### src/rtl/mant_fsm_ctrl_param_if.sv
// Status/control bundle between the board top level and the maintenance-aware controller.
// Latency: none; it is plain wiring.
// Backpressure: none; inputs are levels or pulses, and the outputs are always valid.
interface mant_fsm_ctrl_param_if #(
  parameter int WIDTH = 8
);
  logic             start;
  logic             mant;
  logic             clr_cnt;
  logic [1:0]       sel;
  logic [WIDTH-1:0] state_out;
  logic             busy;
  logic             done;
  logic             in_mant;
  logic             cnt_sat;

  // Board side: it issues requests and observes status.
  modport master (
    output start, mant, clr_cnt, sel,
    input  state_out, busy, done, in_mant, cnt_sat
  );

  // Controller side.
  modport slave (
    input  start, mant, clr_cnt, sel,
    output state_out, busy, done, in_mant, cnt_sat
  );
endinterface

### src/rtl/mant_fsm_ctrl_param.sv
// Process controller with a run timer, a maintenance FSM, saturating event counters and a selectable status bus.
// Latency: flags decode the registered state with no extra lag; state_out lags the internal registers by one cycle.
// Backpressure: none; start is honoured only in IDLE and is otherwise dropped, never queued.
module mant_fsm_ctrl_param #(
  parameter int WIDTH    = 8,
  parameter int CNT_W    = 8,
  parameter int TIMEOUT  = 10,
  parameter int MANT_MIN = 4
) (
  input  logic                   clk,
  input  logic                   rst,
  mant_fsm_ctrl_param_if.slave   bus
);

  // The timer must be able to hold the longer of the two dwell limits.
  localparam int TLIM = (TIMEOUT > MANT_MIN) ? TIMEOUT : MANT_MIN;
  localparam int TW   = $clog2(TLIM + 1);

  // The mux width covers every source and the output, so a cast zero-extends and a slice truncates.
  localparam int XW0 = (WIDTH > CNT_W) ? WIDTH : CNT_W;
  localparam int XW1 = (XW0 > TW) ? XW0 : TW;
  localparam int XW  = (XW1 > 2) ? XW1 : 2;

  localparam logic [TW-1:0]    TMR_MAX   = '1;
  localparam logic [TW-1:0]    RUN_LAST  = TW'(TIMEOUT - 1);
  localparam logic [TW-1:0]    MANT_LAST = TW'(MANT_MIN - 1);
  localparam logic [CNT_W-1:0] CNT_MAX   = '1;

  // These codes appear directly on state_out when sel selects the state.
  typedef enum logic [1:0] {
    S_IDLE = 2'd0,
    S_RUN  = 2'd1,
    S_DONE = 2'd2,
    S_MANT = 2'd3
  } state_e;

  state_e           state_q, state_d;
  logic [TW-1:0]    timer_q, timer_d;
  logic [CNT_W-1:0] mant_cnt_q, mant_cnt_d;
  logic [CNT_W-1:0] run_cnt_q, run_cnt_d;
  logic [WIDTH-1:0] state_out_q, state_out_d;
  logic             mant_inc;
  logic             run_inc;
  logic [XW-1:0]    stat_src;

  // Next state and timer. A maintenance request from any state except MANT pre-empts the state-specific rules.
  always_comb begin
    state_d  = state_q;
    timer_d  = timer_q;
    mant_inc = 1'b0;
    run_inc  = 1'b0;
    if (bus.mant && (state_q != S_MANT)) begin
      // An interrupted run is abandoned: the timer is cleared and the run is not counted.
      state_d  = S_MANT;
      timer_d  = '0;
      mant_inc = 1'b1;
    end else begin
      case (state_q)
        S_IDLE: begin
          if (bus.start) begin
            state_d = S_RUN;
            timer_d = '0;
          end
        end
        S_RUN: begin
          if (timer_q == RUN_LAST) begin
            state_d = S_DONE;
            timer_d = '0;
            run_inc = 1'b1;
          end else begin
            timer_d = timer_q + 1'b1;
          end
        end
        S_DONE: begin
          state_d = S_IDLE;
        end
        S_MANT: begin
          if (!bus.mant && (timer_q >= MANT_LAST)) begin
            state_d = S_IDLE;
            timer_d = '0;
          end else if (timer_q != TMR_MAX) begin
            timer_d = timer_q + 1'b1;
          end
        end
        default: begin
          state_d = S_IDLE;
          timer_d = '0;
        end
      endcase
    end
  end

  // Saturating event counters. A clear wins over an increment in the same cycle.
  always_comb begin
    mant_cnt_d = mant_cnt_q;
    run_cnt_d  = run_cnt_q;
    if (bus.clr_cnt) begin
      mant_cnt_d = '0;
      run_cnt_d  = '0;
    end else begin
      if (mant_inc && (mant_cnt_q != CNT_MAX)) begin
        mant_cnt_d = mant_cnt_q + 1'b1;
      end
      if (run_inc && (run_cnt_q != CNT_MAX)) begin
        run_cnt_d = run_cnt_q + 1'b1;
      end
    end
  end

  // Status selector. It reads the current registers, so the registered bus lags them by one cycle.
  always_comb begin
    stat_src = '0;
    case (bus.sel)
      2'd0:    stat_src = XW'(state_q);
      2'd1:    stat_src = XW'(mant_cnt_q);
      2'd2:    stat_src = XW'(timer_q);
      default: stat_src = XW'(run_cnt_q);
    endcase
    state_out_d = stat_src[WIDTH-1:0];
  end

  // State, timer, counters and status bus. A synchronous reset overrides every input.
  always_ff @(posedge clk) begin
    if (rst) begin
      state_q     <= S_IDLE;
      timer_q     <= '0;
      mant_cnt_q  <= '0;
      run_cnt_q   <= '0;
      state_out_q <= '0;
    end else begin
      state_q     <= state_d;
      timer_q     <= timer_d;
      mant_cnt_q  <= mant_cnt_d;
      run_cnt_q   <= run_cnt_d;
      state_out_q <= state_out_d;
    end
  end

  assign bus.state_out = state_out_q;
  assign bus.busy      = (state_q == S_RUN);
  assign bus.done      = (state_q == S_DONE);
  assign bus.in_mant   = (state_q == S_MANT);
  assign bus.cnt_sat   = (mant_cnt_q == CNT_MAX);

endmodule
### src/flat_wrapper.sv
// flat-port wrapper written by rule: the top's interface ports become plain ports
module mant_fsm_ctrl_param_flat 
#(
  parameter int WIDTH    = 8,
  parameter int CNT_W    = 8,
  parameter int TIMEOUT  = 10,
  parameter int MANT_MIN = 4
)
  (clk, rst, bus_start, bus_mant, bus_clr_cnt, bus_sel, bus_state_out, bus_busy, bus_done, bus_in_mant, bus_cnt_sat);
  mant_fsm_ctrl_param_if #(.WIDTH(WIDTH)) bus_i ();
  input  logic clk;
  input  logic rst;
  input wire logic [$bits(bus_i.start)-1:0] bus_start;
  input wire logic [$bits(bus_i.mant)-1:0] bus_mant;
  input wire logic [$bits(bus_i.clr_cnt)-1:0] bus_clr_cnt;
  input wire logic [$bits(bus_i.sel)-1:0] bus_sel;
  output wire logic [$bits(bus_i.state_out)-1:0] bus_state_out;
  output wire logic [$bits(bus_i.busy)-1:0] bus_busy;
  output wire logic [$bits(bus_i.done)-1:0] bus_done;
  output wire logic [$bits(bus_i.in_mant)-1:0] bus_in_mant;
  output wire logic [$bits(bus_i.cnt_sat)-1:0] bus_cnt_sat;
  assign bus_i.start = bus_start;
  assign bus_i.mant = bus_mant;
  assign bus_i.clr_cnt = bus_clr_cnt;
  assign bus_i.sel = bus_sel;
  assign bus_state_out = bus_i.state_out;
  assign bus_busy = bus_i.busy;
  assign bus_done = bus_i.done;
  assign bus_in_mant = bus_i.in_mant;
  assign bus_cnt_sat = bus_i.cnt_sat;
  mant_fsm_ctrl_param #(.WIDTH(WIDTH), .CNT_W(CNT_W), .TIMEOUT(TIMEOUT), .MANT_MIN(MANT_MIN)) u_core (.clk(clk), .rst(rst), .bus(bus_i));
endmodule
### config.mk
export PLATFORM = sky130hd
export DESIGN_NAME = mant_fsm_ctrl_param_flat
export DESIGN_NICKNAME = d
export VERILOG_FILES = /design/src/rtl/mant_fsm_ctrl_param_if.sv /design/src/rtl/mant_fsm_ctrl_param.sv /design/src/flat_wrapper.sv
export SDC_FILE = /design/constraint.sdc
export NUM_CORES = 1
export LEC_CHECK = 0
export CAP_MARGIN = 5
export CELL_PAD_IN_SITES_DETAIL_PLACEMENT = 2
export CELL_PAD_IN_SITES_GLOBAL_PLACEMENT = 2
export CORE_AREA = 4 4 70 72
export CTS_CLUSTER_SIZE = 20
export DETAILED_ROUTE_END_ITERATION = 6
export DIE_AREA = 0 0 74 76
export GPL_ROUTABILITY_DRIVEN = 0
export GPL_TIMING_DRIVEN = 0
export HOLD_SLACK_MARGIN = 0.03
export PLACE_DENSITY = 0.88
export SLEW_MARGIN = 10
export SYNTH_ARGS = -nofsm -noshare
export SYNTH_HDL_FRONTEND = slang
export SYNTH_SLANG_ARGS = --single-unit
### constraint.sdc
create_clock -name clk -period 3.5 [get_ports clk]
set_clock_uncertainty 0.2 [all_clocks]
set_input_delay 0.35 -clock clk [delete_from_list [all_inputs] [get_ports clk]]
set_output_delay 0.35 -clock clk [all_outputs]
set_load 0.01 [all_outputs]
=== Word level (Yosys, flattened, before mapping) ===
Cells that the tools add are included.

* Bitwise operators: 0
* Order comparisons: 1
* Divide/modulo/power cells: 0
* $mul: 0
* $add $sub $neg: 3
* Multiplexer cells: 15
* Shifts and indexed selects: 0
* Reduce and logical (&&, ||, !) cells: 12
* Equality and inequality tests: 16

{| class="wikitable"
|+ Operators with widths
! operator !! count
|-
| case mux 8 bit (3 select lines) || 1
|-
| adder 8 x 1 -> 8 bit, second input constant || 2
|-
| two-way mux 4 bit || 4
|-
| inequality test 8 bit, second input constant || 2
|-
| case mux 4 bit (3 select lines) || 1
|-
| inequality test 3 x 1 -> 1 bit, second input constant || 3
|-
| == test 8 bit, second input constant || 1
|-
| two-way mux 2 bit || 4
|-
| case mux 2 bit (4 select lines) || 1
|-
| == test 2 bit, second input constant || 3
|-
| AND reduction 3 bit || 2
|-
| adder 4 x 1 -> 4 bit, second input constant || 1
|-
| == test 2 x 1 -> 1 bit, second input constant || 2
|-
| == test 4 bit, second input constant || 1
|-
| greater-or-equal comparator 4 x 2 -> 1 bit, second input constant || 1
|-
| logical AND 1 bit || 4
|-
| zero test 2 bit || 2
|-
| two-way mux 1 bit || 4
|-
| inequality test 2 bit, second input constant || 2
|-
| inequality test 4 bit, second input constant || 1
|-
| OR reduction 2 bit || 2
|-
| inequality test 3 x 2 -> 1 bit, second input constant || 1
|-
| nonzero test 3 bit || 1
|-
| zero test 1 bit || 1
|}

* Logic and storage cells: 52
* Output and inout port bits: 12
* RAM bits: 0
* Latch bits: 0
* Memories kept: 0
* Bits in read-only memories: 0
* Input port bits: 7
* Register bits: 30

=== Longest topological paths before layout ===
Gate-level depths: netlist of the first run.

* Depth in word-level cells: 5
* Mapped depth: 6

=== Worst setup path before layout of the first run ===
OpenSTA, ideal clock, no wires.

* Kind: reg2reg
* From: reg u_core.timer_q[0]
* To: reg u_core.timer_q[3]
* Path buffers: 0
* Data arrival time: 1,787 ps
* Clock period less this slack: 2,062 ps
* Slack: 1,438 ps
* Setup time: 74 ps
* Cell stages (with the launch flop): 6
* Path through: dfxtp_1 > ha_1 > or3_1 > a221oi_2 > or4b_1 > a31oi_1

* Longest elaborated chain between the ends: 4
* Elaborated cells on any way between the ends: 11

{| class="wikitable"
|+ Ends and longest elaborated chain
! what !! line !! text
|-
| from (decl) || mant_fsm_ctrl_param.sv:38 || <nowiki>logic [TW-1:0] timer_q, timer_d;</nowiki>
|-
| from (signal assigned) || mant_fsm_ctrl_param.sv:132 || <nowiki>timer_q <= timer_d;</nowiki>
|-
| adder 4 x 1 -> 4 bit / greater-or-equal comparator 4 x 2 -> 1 bit (equally long branches) || mant_fsm_ctrl_param.sv:71, mant_fsm_ctrl_param.sv:82, mant_fsm_ctrl_param.sv:78 ||
|-
| two-way mux 4 bit / logical AND 1 bit (equally long branches) || mant_fsm_ctrl_param.sv:81, mant_fsm_ctrl_param.sv:78 ||
|-
| two-way mux 4 bit / inequality test 3 x 1 -> 1 bit (equally long branches) || n/a ||
|-
| case mux 4 bit (3 select lines) / AND reduction 3 bit (equally long branches) || n/a ||
|}

Parallel ways exist; a longest one is shown, timed or not. The select of a mux whose other input is x is not followed.
A chain may end at the register's enable or synchronous reset.

=== Worst setup path after layout of the first run ===
* From: reg u_core.mant_cnt_q[0]
* To: out bus_cnt_sat

* Longest elaborated chain between the ends: 1

{| class="wikitable"
|+ Ends and longest elaborated chain
! what !! line !! text
|-
| from (decl) || mant_fsm_ctrl_param.sv:39 || <nowiki>logic [CNT_W-1:0] mant_cnt_q, mant_cnt_d;</nowiki>
|-
| from (signal assigned) || mant_fsm_ctrl_param.sv:133 || <nowiki>mant_cnt_q <= mant_cnt_d;</nowiki>
|-
| == test 8 bit || mant_fsm_ctrl_param.sv:143 || <nowiki>assign bus.cnt_sat = (mant_cnt_q == CNT_MAX);</nowiki>
|-
| to (decl) || flat_wrapper.sv:21 || <nowiki>output wire logic [$bits(bus_i.cnt_sat)-1:0] bus_cnt_sat;</nowiki>
|}

No other way between the ends.

==> impl_results.md, run 1 <==
* Leak pwr at 0.661 nW
* GRT Max-Usage Layer: met2
* Reg2reg setup slack at 1160 ps
* R2R Path End: u_core.timer_q[3]
* Boundary Pins at 19
* EDFF count, synth at 0
* Placed instance area at 0.00173 sq mm
* Layout Cells excl Fill at 246
* Clock Sinks at 30
* Post-DRT Antenna Nets at 0
* Netlist area before placement at 0.00151 sq mm
* Die H at 76 microns
* Root buf cell: clkbuf_8
* PortBufs at 16
* NetSw at 0.174 mW
* Syn Inst Count at 170
* Peak Freq at 0.419 GHz
* Clock share of power at 44.3%
* Endpoint type of the worst setup path: output pin
* Largest net degree at the start of global routing at 11
* Vias in the first global route at 1,636
* Relative slew slack at 53.6%
* Distinct cell type count after synthesis at 41
* Post-detail-place hpwl at 3600 microns
* Comb pwr share at 8.9%
* Int Power at 0.572 mW
* DR pass1 iterations at 4
* Most instantiated cells after synthesis: dfxtp_1, nor2_1, nand3_1, a21oi_1
* Area leader, netlist: dfxtp_1
* VDD IR max at 0.254 mV
* Antenna fix cells at 0
* Share of cells above drive strength 1 at 9.79%
* Worst-path clk slew at 70 ps
* Die Span X at 74 microns
* CP max stage delay at 550 ps
* Yosys top cell area share at 39.8%
* DR WL/cell at 19.4 microns
* Final core utilization at 42.9%
* DRC violations left at 0
* M1 GR Usage at 22.5%
* Final Instance Area at 0.00184 sq mm
* CORE AREA at 0.00429 sq mm
* Min Tclk post-route at 2390 ps
* Initial antenna violation count at 0
* M2 GR Usage at 30.5%
* Synth top area cells: dfxtp_1, nor2_1, mux2i_1
* CTS Buffer Depth at 2
* First-pass GRT wire length at 8160 microns
* Grt ovf at 0
* Vias per std cell at 5.73
* CP Launch Type: flip-flop
* Hold-fix buffers, CTS at 0
* Sequential cell area fraction in the yosys report at 39.8%
* Initial Util at 35.1%
* Final worst slack at 1110 ps
* Top FF cell, synth: dfxtp_1
* M3 GR Usage at 4.35%
* Average size of a mapped cell at 8.88 sq um
* Num rows at 24
* Worst r2r path cells at 5
* Worst EP required at 2950 ps
* Via count at 1,409
* Setup TNS at 0 ps
* Post-synthesis sequential element count at 30
* Pwr/cell area at 405 mW/mm^2
* Max Slew Vio Count at 0
* Die ar. at 0.00562 sq mm
* Quantity of gates resized following cts at 0
* Final hold vios at 0
* Area growth syn-to-layout at 22.2%
* Sw Share at 23.4%
* Drt total wl at 4770 microns
* Worst-Skew Late Latency at 280 ps
* Worst Hold Class: primary input to flip-flop
* Ys Warns at 0
* CP Data Arrival Time at 1840 ps
* Final setup fails at 0
* Net Count, Synth at 181
* Crit Path Max Fanout at 4
* DP Worst Slack at 1180 ps
* Initial DRC Count at 58
* Status: complete, no violations
* CTS Buf Count at 5
* # nets final at 204
* RSZ-0062 raised after global routing: no
* Worst reg2reg startpoint: u_core.timer_q[0]
* Crit path capture: bus_cnt_sat
* Placed Instances at 238
* Top-count cell post-synth: dfxtp_1
* Worst Setup SP: u_core.mant_cnt_q[0]
* CTS HTree Levels at 2
* Total Routing Usage GR at 18.7%
* MaxCap Viol Count at 0
* Reg power frac at 46.8%
* Worst-Margin Slew at 694 ps
* Part of the cycle the worst path needs at 68.2%
* CP max-delay cell: clkdlybuf4s50_1
* Async SR Flop Fraction at 0%
* CTS tree: done
* CP cell instances: ha_1 -> nand3_1 -> nor2_1 -> clkdlybuf4s50_1
* Setup Buffers After CTS at 0
* WS Path Type: flip-flop to output pin
* FF/Latch Area at 601 sq um
* # fillers at 472
* Footprint of the multi-input gates at 857 sq um
[critical path, delay by kind of cell, from the launching register on]
family / cells / cell delay [ps]
buffers and inverters: 1 / 550
DFF: 1 / 390
and+or+nand+nor: 2 / 350
adders and majority gates: 1 / 250
[kinds of logic after synthesis]
kind of cell / count (synthesis) / synth area share (%)
buffers and inverters: 11 / 3.40
and+or+nand+nor: 72 / 25.5
xor gates and xnor gates: 6 / 3.48
DFF: 30 / 39.8
adders and majority gates: 4 / 3.32
muxes: 10 / 8.37
AOI/OAI and AO/OA: 37 / 16.2
[layout by cell type, fill, tap and decap left out, types with 2 or more instances in the layout]
cell type        instances
o31ai_1                  3
nand2b_1                 4
dfxtp_1                 30
mux4_2                   2
clkbuf_8                 8
a22oi_1                  2
xor2_1                   6
o211ai_1                 5
nor2b_1                  5
inv_1                    3
ha_1                     4
buf_2                    2
o21ai_0                  8
clkbuf_1                 5
or2_2                    3
and3_1                   2
a31oi_1                  2
nand3_1                 10
nand4_1                  4
nand2_1                  8
nor2_1                  20
a21oi_1                  9
clkdlybuf4s50_1         16
mux2i_1                  7
or4_1                    2
or3_1                    7
[power groups by stage]
| stage | Sequential, mW | Clock, mW | Combinational (mW) |
|---|---|---|---|
| after floorplan | 0.356 | 0 | 0.0401 |
| after global placement | 0.356 | 0 | 0.0613 |
| after detailed placement | 0.357 | 0 | 0.0658 |
| after CTS | 0.349 | 0.335 | 0.0671 |
| after global routing | 0.350 | 0.351 | 0.0734 |
| final | 0.349 | 0.331 | 0.0665 |
[state kept, by name, summed over array words and instances, names as in the netlist]
register              cells
u_core.bus.state_out      8
u_core.mant_cnt_q         8
u_core.run_cnt_q          8
u_core.state_q            2
u_core.timer_q            4
[layer usage]
layer	up-vias	share of wire, %
met2	25	50
li1	662	-
met1	711	44
met5	-	0
met3	11	3.5
met4	0	2.7
[worst min-delay path by stage]
stage | from | end | depth (start not counted)
floorplan | u_core.run_cnt_q[5] | u_core.run_cnt_q[5] | 2
CTS | bus_mant | u_core.state_q[1] | 3
global placement | u_core.mant_cnt_q[7] | u_core.mant_cnt_q[7] | 2
detailed placement | u_core.mant_cnt_q[5] | u_core.mant_cnt_q[5] | 2
finish | bus_mant | u_core.state_q[1] | 3
global route | bus_mant | u_core.state_q[1] | 3
[stage by stage]
stage	power [mW]	hold slack, ps
finish	0.747	262
CTS	0.751	263
global placement	0.417	305
global route	0.774	289
detailed placement	0.423	340
floorplan	0.396	264
[layout make-up]
cell class / count / share of cell area, %
timing repair buffer: 16 / 8.68
clock buffer: 8 / 5.97
inverter: 3 / 0.611
buffer: 8 / 2.17
tap: 52 / 3.53
multi-input combinational: 129 / 46.5
sequential: 30 / 32.6
Power figures use the tool's default switching activity.
==> run 2: changes to the inputs <==
- CORE_AREA: 4 4 70 72 -> 4 4 73 75
- DIE_AREA: 0 0 74 76 -> 0 0 77 79
- PLACE_DENSITY: 0.88 -> 0.82
- clock period: 3.5 -> 2.4 ns (I/O delays scaled with it)
==> impl_results.md, run 2 (synthesis results as in run 1) <==
* Status: complete, no violations
* CP cell instances: ha_1 -> or3_1 -> a221oi_4 -> or4b_1 -> a31oi_1
* Crit Path Max Fanout at 6
* Antenna fix cells at 0
* Worst EP required at 2420 ps
* Hold_ws at 122 ps
* DR pass1 iterations at 4
* Root buf cell: clkbuf_8
* Initial antenna violation count at 0
* CP max stage delay at 480 ps
* # fillers at 520
* DR WL/cell at 19.0 microns
* Final Instance Area at 0.00187 sq mm
* M1 wire length at 2060 microns
* WS Path Type: flip-flop to flip-flop
* CORE AREA at 0.00466 sq mm
* Via count at 1,403
* CTS Buffer Depth at 2
* PortBufs at 16
* Family with the most delay on the worst path: simple AND/OR/NAND/NOR gates
* Grt ovf at 0
* Pwr/cell area at 558 mW/mm^2
* Initial DRC Count at 59
* CTS tree: done
* Post-DRT Antenna Nets at 0
* Worst Hold Class: primary input to flip-flop
* Vias per std cell at 5.57
* MaxCap Viol Count at 0
* # nets final at 208
* Metal3 WL at 136 microns
* CTS HTree Levels at 2
* CTS Buf Count at 5
* Min Tclk post-route at 2300 ps
* Boundary Pins at 19
* Leak pwr at 0.668 nW
* Area growth syn-to-layout at 24.1%
* Part of the cycle the worst path needs at 95.9%
* CP Launch Type: flip-flop
* Endpoint type of the worst setup path: flip-flop
* Relative slew slack at 61.6%
* Largest net degree at the start of global routing at 11
* Peak Freq at 0.434 GHz
* Die H at 79 microns
* Num rows at 25
* CP max-delay cell: or4b_1
* VDD IR max at 0.228 mV
* Post-detail-place hpwl at 3600 microns
* Vias in the first global route at 1,599
* CP Buf/Inv Count at 0
* Final core utilization at 40.2%
* Clock Sinks at 30
* Most frequent cells in the layout: dfxtp_1, nor2_1, clkdlybuf4s50_1
* Total Routing Usage GR at 17.0%
* First-pass GRT wire length at 7980 microns
* Worst-path clk slew at 70 ps
* CP Data Arrival Time at 2320 ps
* Initial Util at 32.4%
* Die Span X at 77 microns
* Metal2 WL at 2510 microns
* Die ar. at 0.00608 sq mm
* Placed instance area at 0.00174 sq mm
* Worst-Skew Late Latency at 290 ps
* Leading cell type in the layout, fill and taps excluded: dfxtp_1
* Max Slew Vio Count at 0
* DRC violations left at 0
* Final hold vios at 0
* Share of cells above drive strength 1 at 11.6%
* Drt total wl at 4780 microns
* Final setup fails at 0
* Max Used Layer: met4
* Worst-Margin Slew at 575 ps
-- run 2: cell types whose count changed in the layout (fill, tap and decap cells not counted) --
cell	before	now
buf_4	0	4
a221oi_4	0	1
clkbuf_8	8	6
a221oi_2	1	0
clkinv_2	0	1
clkinvlp_4	0	1
-- run 2: worst min-delay path, delay by kind of cell --
| kind | cells | cell delay [ps] |
|---|---|---|
| buffers and inverters | 1 | 180 |
| AOI/OAI and AO/OA | 1 | 70 |
| and+or+nand+nor | 1 | 80 |
-- run 2: final timing paths --
kind	from	to	slack [ps]	cells past startpoint
hold / removal	bus_mant	u_core.state_q[1]	120	3
setup / recovery	u_core.timer_q[0]	u_core.timer_q[3]	100	5
hold reg to reg	u_core.run_cnt_q[5]	u_core.run_cnt_q[5]	340	2
setup reg to reg	u_core.timer_q[0]	u_core.timer_q[3]	100	5
-- run 2: area by class of cell --
class	count	area [sq um]	area share, %
Buffer	8	40.0	2.14
Clock buffer	6	82.6	4.41
Clock inverter	2	12.5	0.668
Inverter	3	11.3	0.601
Multi-Input combinational cell	129	868	46.4
Sequential cell	30	601	32.1
Tap cell	54	67.6	3.61
Timing Repair Buffer	20	190	10.2
-- run 2: power breakdown --
part / internal (mW) / switching [mW] / total, mW
combinational: 0.0427 / 0.0554 / 0.0981
sequential: 0.504 / 0.00487 / 0.509
clock: 0.230 / 0.208 / 0.438
-- run 2: layer usage --
metal,GRT usage [%],vias to the layer above
li1,-,674
met3,4.88,7
met5,0,-
met4,5.34,0
met2,32.5,18
met1,18.0,704
-- run 2: what timing repair did --
action / 4_1_cts / 5_1_grt
endpoints found under the setup margin: 0 / 2
setup buffers: 0 / 4
resized for setup: 0 / 1
hold buffers: 0 / 0
-- run 2: through the flow --
step | TNS, ps | setup WS [ps] | cells | power (mW)
after floorplan | 0 | 338 | 170 | 0.578
after global placement | 0 | 185 | 240 | 0.609
after detailed placement | 0 | 102 | 240 | 0.617
after CTS | 0 | 65.4 | 248 | 1.05
after global routing | -17.6 | -17.6 | 252 | 1.09
final | 0 | 97.4 | 252 | 1.05
==> run 3: changes to the inputs <==
- ABC_AREA: default -> 1
- CORE_AREA: 4 4 73 75 -> 4 4 82 84
- DIE_AREA: 0 0 77 79 -> 0 0 86 88
- PLACE_DENSITY: 0.82 -> 0.83
==> impl_results.md, run 3 <==
* Post-detail-place hpwl at 4420 microns
* Final hold vios at 0
* Distinct cell type count after synthesis at 26
* Sequential cell area fraction in the yosys report at 34.0%
* Antenna fix cells at 0
* First-pass GRT wire length at 10,200 microns
* Die ar. at 0.00757 sq mm
* Clock share of power at 43.3%
* Boundary Pins at 19
* Reg power frac at 45.5%
* CP max stage delay at 520 ps
* Endpoint type of the worst setup path: output pin
* DR WL/cell at 15.3 microns
* CP Buf/Inv Count at 2
* Average size of a mapped cell at 6.41 sq um
* Share of cells above drive strength 1 at 9.93%
* Clock Sinks at 30
* Footprint of the multi-input gates at 998 sq um
* Status: complete, no violations
* Async SR Flop Fraction at 0%
* Via count at 1,841
* Vias per std cell at 4.88
* Leading cell type in the layout, fill and taps excluded: nand2_1
* Grt ovf at 0
* VDD IR max at 0.270 mV
* Hold-fix buffers, CTS at 0
* CTS tree: done
* Die H at 88 microns
* M1 wire length at 2630 microns
* DR pass1 iterations at 4
* WS Path Type: flip-flop to output pin
* Top FF cell, synth: dfxtp_1
* Area leader, netlist: dfxtp_1
* Root buf cell: clkbuf_8
* Worst Hold Class: primary input to flip-flop
* MaxCap Viol Count at 0
* Yosys top cell area share at 34.0%
* Post-DRT Antenna Nets at 0
* Most frequent cells in the layout: nand2_1, nor2_1, inv_1
* Relative slew slack at 67.6%
* Sw Share at 26.1%
* CP Data Arrival Time at 1790 ps
* Initial Util at 29.9%
* Int Power at 0.843 mW
* # fillers at 741
* Syn Inst Count at 276
* Leak pwr at 0.922 nW
* Metal3 WL at 128 microns
* Peak Freq at 0.448 GHz
* PortBufs at 17
* Metal2 WL at 3000 microns
* Part of the cycle the worst path needs at 92.9%
* Setup TNS at 0 ps
* CTS Buf Count at 5
* Family with the most delay on the worst path: buffers and inverters
* Largest net degree at the start of global routing at 11
* Worst-Skew Late Latency at 290 ps
* Most instantiated cells after synthesis: nand2_1, nor2_1, inv_1, dfxtp_1, nand3_1
* CP cell instances: ha_1 -> nand2_1 -> nor2_2 -> nand2_2 -> inv_1 -> clkdlybuf4s50_1
* Worst-path clk slew at 70 ps
* FF/Latch Area at 602 sq um
* CP max-delay cell: clkdlybuf4s50_1
* # nets final at 312
* CTS Buffer Depth at 2
* Comb pwr share at 11.2%
* CP Launch Type: flip-flop
* Initial antenna violation count at 0
* Max Used Layer: met4
* Max Slew Vio Count at 0
* NetSw at 0.298 mW
* EDFF count, synth at 0
* Ys Warns at 0
* Top-count cell post-synth: nand2_1
* Crit Path Max Fanout at 5
* Worst EP required at 1960 ps
* Worst-Margin Slew at 481 ps
* Net Count, Synth at 287
* Total Routing Usage GR at 17.3%
* Num rows at 28
* Initial DRC Count at 47
* Post-synthesis sequential element count at 30
* DRC violations left at 0
* Hold_ws at 186 ps
* Vias in the first global route at 2,064
* RSZ-0062 raised after global routing: no
* Final setup fails at 0
* Synth top area cells: dfxtp_1, nand2_1, nor2_1
* Min Tclk post-route at 2230 ps
* Drt total wl at 5770 microns
* Netlist area before placement at 0.00177 sq mm
* CTS HTree Levels at 2
* CORE AREA at 0.00592 sq mm
* Area growth syn-to-layout at 21.9%
* Pwr/cell area at 529 mW/mm^2
* Die Span X at 86 microns
## run 3: logic make-up (layout without fill, tap and decap cells)
| group | count (synthesis) | count (layout) | share of synthesized area (%) |
|---|---|---|---|
| compound gates | 31 | 31 | 9.41 |
| flops | 30 | 30 | 34.0 |
| buf+inv | 46 | 72 | 9.84 |
| fa+ha+maj | 4 | 4 | 2.83 |
| simple gates | 163 | 163 | 43.0 |
| xor+xnor | 2 | 2 | 0.991 |
## run 3: stage by stage
stage               power [mW]  cells  cell area [sq um]  util [%]  worst slack (ps)
global placement         0.656    368               2030      34.3               249
finish                    1.14    377               2160      36.4               170
CTS                       1.16    377               2150      36.3               104
global route              1.20    377               2160      36.4              25.9
floorplan                0.607    276               1770         -               917
detailed placement       0.659    368               2030      34.3               235
## run 3: per-layer routing
metal	global-route usage, %	up-vias
met4	3.02	0
met5	0	-
met2	31.2	14
li1	-	920
met3	4.23	2
met1	21.0	905
## run 3: area by class of cell
| type | count | area share, % |
|---|---|---|
| Buffer | 2 | 0.406 |
| Clock buffer | 8 | 5.11 |
| Inverter | 44 | 7.66 |
| Multi-Input combinational cell | 200 | 46.3 |
| Sequential cell | 30 | 27.9 |
| Tap cell | 75 | 4.35 |
| Timing Repair Buffer | 18 | 8.24 |
## run 3: power by group through the flow
stage          Sequential (mW)  Clock, mW  Combinational [mW]
5_1_grt                  0.521      0.537               0.144
6_report                 0.519      0.493               0.128
2_1_floorplan            0.529          0              0.0784
3_5_place_dp             0.531          0               0.129
4_1_cts                  0.519      0.511               0.130
3_3_place_gp             0.531          0               0.125
## run 3: path summary, 6_finish.rpt
kind / slack [ps] / to / startpoint / cells after the start
max: 170 / bus_cnt_sat / u_core.mant_cnt_q[0] / 6
min: 190 / u_core.bus.state_out[6] / rst / 2
max reg2reg: 670 / u_core.mant_cnt_q[7] / u_core.mant_cnt_q[0] / 9
min reg2reg: 310 / u_core.mant_cnt_q[1] / u_core.mant_cnt_q[1] / 2
## run 3: worst register-to-register path, stage by stage, from the launching register on
cell	delay, ps
dfxtp_1	410
ha_1	230
nand2_1	90
nor2_2	140
nand2_2	70
buf_4	170
nand2_2	110
nor2_1	70
nor2_1	90
nor2_1	50
## run 3: what timing repair did
| item | CTS | global route |
|---|---|---|
| endpoints found under the setup margin | 1 | 1 |
| buffers inserted | 1 | 0 |
| resized for setup | 1 | 2 |
| pin swaps | 1 | 0 |
